## src/rtl/garb8way16_rr_pkg.sv

```systemverilog
// Shared constants and state encoding for the 8-way round-robin word arbiter.
package garb8way16_rr_pkg;

  localparam int WAYS  = 8;
  localparam int SEL_W = 3;

  // Pointer value after reset: the search starts at ptr+1, so source 0 wins first.
  localparam logic [SEL_W-1:0] PTR_RST = 3'd7;

  typedef enum logic {
    ST_EMPTY = 1'b0,
    ST_FULL  = 1'b1
  } state_t;

endpackage

```

## src/rtl/garb8way16_rr_pick8.sv

```systemverilog
// Round-robin picker: first requester strictly after ptr, wrapping 7->0.
module rr_pick8
  import garb8way16_rr_pkg::*;
(
  input  logic [WAYS-1:0]  v,
  input  logic [SEL_W-1:0] ptr,
  output logic [WAYS-1:0]  grant,
  output logic [SEL_W-1:0] g,
  output logic             any
);

  // Scan offsets 1..8 from ptr; offset 8 wraps back to ptr itself, so the
  // last granted source is only picked again when nobody else is asking.
  always_comb begin
    logic [SEL_W-1:0] idx;
    grant = '0;
    g     = '0;
    any   = 1'b0;
    idx   = '0;
    for (int k = 1; k <= WAYS; k++) begin
      idx = ptr + SEL_W'(k);
      if (!any && v[idx]) begin
        any        = 1'b1;
        g          = idx;
        grant[idx] = 1'b1;
      end
    end
  end

endmodule

```

## src/rtl/garb8way16_rr.sv

```systemverilog
// 8-source round-robin arbiter into a single registered output slot.
module garb8way16_rr
  import garb8way16_rr_pkg::*;
#(
  parameter int WIDTH = 16
) (
  input  logic             clk,
  input  logic             reset,
  input  logic [WIDTH-1:0] d0,
  input  logic [WIDTH-1:0] d1,
  input  logic [WIDTH-1:0] d2,
  input  logic [WIDTH-1:0] d3,
  input  logic [WIDTH-1:0] d4,
  input  logic [WIDTH-1:0] d5,
  input  logic [WIDTH-1:0] d6,
  input  logic [WIDTH-1:0] d7,
  input  logic [WAYS-1:0]  v,
  output logic [WAYS-1:0]  rdy,
  output logic [WIDTH-1:0] y,
  output logic             y_valid,
  input  logic             y_ready,
  output logic [SEL_W-1:0] y_sel
);

  state_t           state;
  state_t           state_nxt;
  logic [SEL_W-1:0] ptr;
  logic [WAYS-1:0]  grant;
  logic [SEL_W-1:0] g;
  logic             any;
  logic             load;
  logic             take;
  logic [WIDTH-1:0] d_sel;

  rr_pick8 u_pick (
    .v     (v),
    .ptr   (ptr),
    .grant (grant),
    .g     (g),
    .any   (any)
  );

  // The slot can be (re)filled when empty or when its word leaves this edge;
  // reset blocks acceptance so no source believes its word was taken.
  assign load = (state == ST_EMPTY) || y_ready;
  assign take = !reset && load && any;

  // State register.
  always_ff @(posedge clk) begin
    if (reset) state <= ST_EMPTY;
    else       state <= state_nxt;
  end

  // Next state: only a load edge changes occupancy.
  always_comb begin
    state_nxt = state;
    if (load) state_nxt = any ? ST_FULL : ST_EMPTY;
  end

  // Outputs decoded from state and the current grant.
  always_comb begin
    rdy     = take ? grant : '0;
    y_valid = (state == ST_FULL);
  end

  // 8-way data select steered by the picker index.
  always_comb begin
    d_sel = d0;
    unique case (g)
      3'd0: d_sel = d0;
      3'd1: d_sel = d1;
      3'd2: d_sel = d2;
      3'd3: d_sel = d3;
      3'd4: d_sel = d4;
      3'd5: d_sel = d5;
      3'd6: d_sel = d6;
      3'd7: d_sel = d7;
    endcase
  end

  // Output word, source index and round-robin pointer update on a grant only.
  always_ff @(posedge clk) begin
    if (reset) begin
      y     <= '0;
      y_sel <= '0;
      ptr   <= PTR_RST;
    end else if (take) begin
      y     <= d_sel;
      y_sel <= g;
      ptr   <= g;
    end
  end

endmodule
```

## config.mk

```make
export PLATFORM = sky130hd
export DESIGN_NAME = garb8way16_rr
export DESIGN_NICKNAME = d
export VERILOG_FILES = /design/src/rtl/garb8way16_rr_pkg.sv /design/src/rtl/garb8way16_rr_pick8.sv /design/src/rtl/garb8way16_rr.sv
export SDC_FILE = /design/constraint.sdc
export NUM_CORES = 1
export LEC_CHECK = 0
export ABC_AREA = 1
export BUFFER_PORTS_ARGS = -buffer_cell sky130_fd_sc_hd__buf_2
export CAP_MARGIN = 20
export CORE_UTILIZATION = 48
export CTS_BUF_LIST = sky130_fd_sc_hd__clkbuf_4 sky130_fd_sc_hd__clkbuf_8
export CTS_CLUSTER_DIAMETER = 30
export DETAILED_ROUTE_END_ITERATION = 7
export PLACE_DENSITY = 0.86
export SLEW_MARGIN = 0
export SYNTH_ARGS = -nofsm -noshare
export SYNTH_HDL_FRONTEND = slang
export SYNTH_SLANG_ARGS = --single-unit
```

## constraint.sdc

```tcl
create_clock -name clk -period 5.4 [get_ports clk]
set_clock_uncertainty 0.15 [all_clocks]
set_input_delay 0.81 -clock clk [delete_from_list [all_inputs] [get_ports clk]]
set_output_delay 0.81 -clock clk [all_outputs]
set_load 0.02 [all_outputs]
```

==> flow_summary.toml <==
[outcome]
status = "finished, final reports clean"

[timing]
hold_viol_final = 0
setup_viol = 0
period_share_pct = 90.6
slew_headroom_pct = 54.6
rsz0062_at_grt = "false"
worst_pin_slew_ns = 0.680
drv_slew = 0
fin_setup_tns_ns = 0
fin_crit_ns = 4.89
max_freq_ghz = 0.204

[logic_synthesis]
avgSynthCellArea_sq_um = 5.63
ys_ff_latch = 23
synth_flop_cell = "dfxtp_1"
netlist_instances = 648
synth_top_area_cell = "nand2_1"
synth_fp_nets = 793
yosysUniqueCellTypes = 38
ys_seq_area_share_pct = 12.6
yosys-top-cells-area = "nand2_1 (20%), nand3_1 (15%), dfxtp_1 (13%)"
netlist_area_sq_um = 3650
synth_enable_flop_cells = 0
synth_warnings = 0
synthArstFlopShare_pct = 0
yosysTopAreaCellShare_pct = 19.8

[global_route]
antenna_found_initial = 0
grt_pass1_wl_um = 20900
grt_overflow_total = 0
grt_pass1_vias = 4347
grt_usage_pct = 33.4
grt_max_degree = 66

[detailed_routing]
avgViaCountPerCell = 5.91
post_drt_wl_per_cell_um = 16.0
drc_errors = 0
drt-pass1-iter-count = 5
first_iter_violations = 602
detail-route-antenna-nets = 0
totalWireLength_um = 14100
via_count = 5189

[floorplan]
die_area_sq_um = 7950
die_h_um = 89.2
pin_count = 167
coreArea_sq_um = 7290
die_x_um = 89.2
start_util_pct = 50.0
num_rows = 31

[cts]
clock_latency_ns = 0.27
cts_sinks = 23
holdBufCountCts = 0
cts_buffers = 3
cts_max_path_buffers = 2
htreeDepth = 1
cts_resized = 0
root_buffer = "clkbuf_8"
cts_tree = "yes"
clk_pin_slew_ns = 0.08
cts_post_setup_buffers_inserted = 0

[min_path]
hold_path.class = "reg2reg"

[place]
port_buffers = 166
routabilityCongestion = 0.941
hpwlAfterDp_um = 10600

[setup_path]
worst-path-buf-inv = 4
timing.critical_path.max_delay_family = "simple AND/OR/NAND/NOR gates"
crit_type = "reg2out"
start_kind = "register"
critPathMaxStageDelay_ns = 0.63
critical-path-slowest-cell = "dfxtp_1"
cp-end-kind = "output pin"
cp.arrival_ns = 3.93
cp.required_ns = 4.44
critPathMaxFanout = 17
path_cells = "inv_2 -> ha_1 -> inv_2 -> nand3_1 -> nand3_1 -> nand2_2 -> nor2_4 -> nand4_2 -> nor2_4 -> nand3_1 -> nand2_1 -> inv_1 -> nand2_1 -> a21oi_1 -> buf_2"
cpMostUsedCell = "nand3_1"

[final_layout]
diodes = 0
multi_input_area_sq_um = 2740
area_delta_synth_final_pct = 20.6
seq_area_sq_um = 460
final_cell_mix = "nand2_1 (192), buf_2 (166), nand3_1 (109)"
layout-drive-gt1-share_pct = 29.1
final_common_cell = "nand2_1"
n_fill_cell = 756
fin_nets = 925

[flow_run]
maxCapViolations = 0
worst register-to-register path, cell delays in order (launching register included):
cell     delay [ns]
dfxtp_1        0.63
inv_2          0.20
ha_1           0.53
inv_2          0.32
nand3_1        0.15
nand3_1        0.13
nand2_2        0.24
inv_2          0.17
nand3_2        0.12
nor2_4         0.15
nand3_2        0.20
nand2_1        0.13
nand2_1        0.06
nand3_2        0.10
nand2_2        0.24
nor2_4         0.62
nand3_1        0.16
nand2_1        0.11
nor2_1         0.06
nand2_1        0.10
nand2_1        0.08
nand2_1        0.06
through the flow:
step | util (%) | worst slack (ns) | hold WS [ns] | instance area, sq um | instances
final | 60.3 | 0.506 | 0.326 | 4400 | 878
after global routing | 60.3 | 0.171 | 0.342 | 4400 | 878
after CTS | 60.3 | 0.603 | 0.323 | 4400 | 878
after detailed placement | 59.6 | 0.847 | 0.309 | 4350 | 874
after global placement | 59.6 | 1.03 | 0.307 | 4350 | 874
after floorplan | - | 1.40 | 0.389 | 3650 | 648
per-layer routing:
layer	vias to the layer above	wire length [um]	global-route usage, %
met2	359	6150	50.4
met3	53	1540	5.08
met4	0	423	9.81
met5	-	0	0
li1	2468	-	-
met1	2309	5950	48.7
registers in the layout, indices dropped and copies added, names as in the netlist:
| signal | count |
|---|---|
| ptr | 3 |
| y | 16 |
| y_sel | 3 |
| y_valid | 1 |
cells in the mapped netlist, types with 6 or more instances:
| cell type | n |
|---|---|
| nand2_1 | 192 |
| nand3_1 | 110 |
| nor2_1 | 75 |
| nand4_1 | 45 |
| a21oi_1 | 25 |
| inv_1 | 24 |
| dfxtp_1 | 23 |
| nor3_1 | 17 |
| o21ai_0 | 16 |
| buf_2 | 14 |
| nand2_2 | 12 |
| buf_6 | 11 |
| buf_4 | 10 |
| clkbuf_1 | 9 |
| inv_2 | 9 |
| nand3_2 | 9 |
| a221oi_1 | 7 |
| nor2_4 | 7 |
| ha_1 | 6 |
logic make-up after synthesis:
group / count (synthesis) / share of synthesized area, %
adders and majority gates: 6 / 2.06
DFF: 23 / 12.6
AOI/OAI and AO/OA: 62 / 10.4
buffers and inverters: 82 / 12.5
and+or+nand+nor: 475 / 62.5
path summary, 6_finish.rpt:
kind / start / end / slack, ns / depth (start not counted)
setup / recovery: ptr[1] / rdy[6] / 0.51 / 15
hold / removal: y_sel[0] / y_sel[0] / 0.33 / 2
setup reg to reg: ptr[1] / y[6] / 0.65 / 21
hold reg to reg: y_sel[0] / y_sel[0] / 0.33 / 2
final cells by class:
class / instances / area share, %
flip-flops and latches: 23 / 10.5
repair buffers: 172 / 19.9
inverters: 37 / 3.39
clock buffers: 3 / 0.939
well taps: 99 / 2.82
clock inverters: 1 / 0.171
multi-input cells: 543 / 62.3
Power is left out: the tool's default activity adds up to more than one toggle a clock period on the data nets, which glitch-free logic cannot reach.
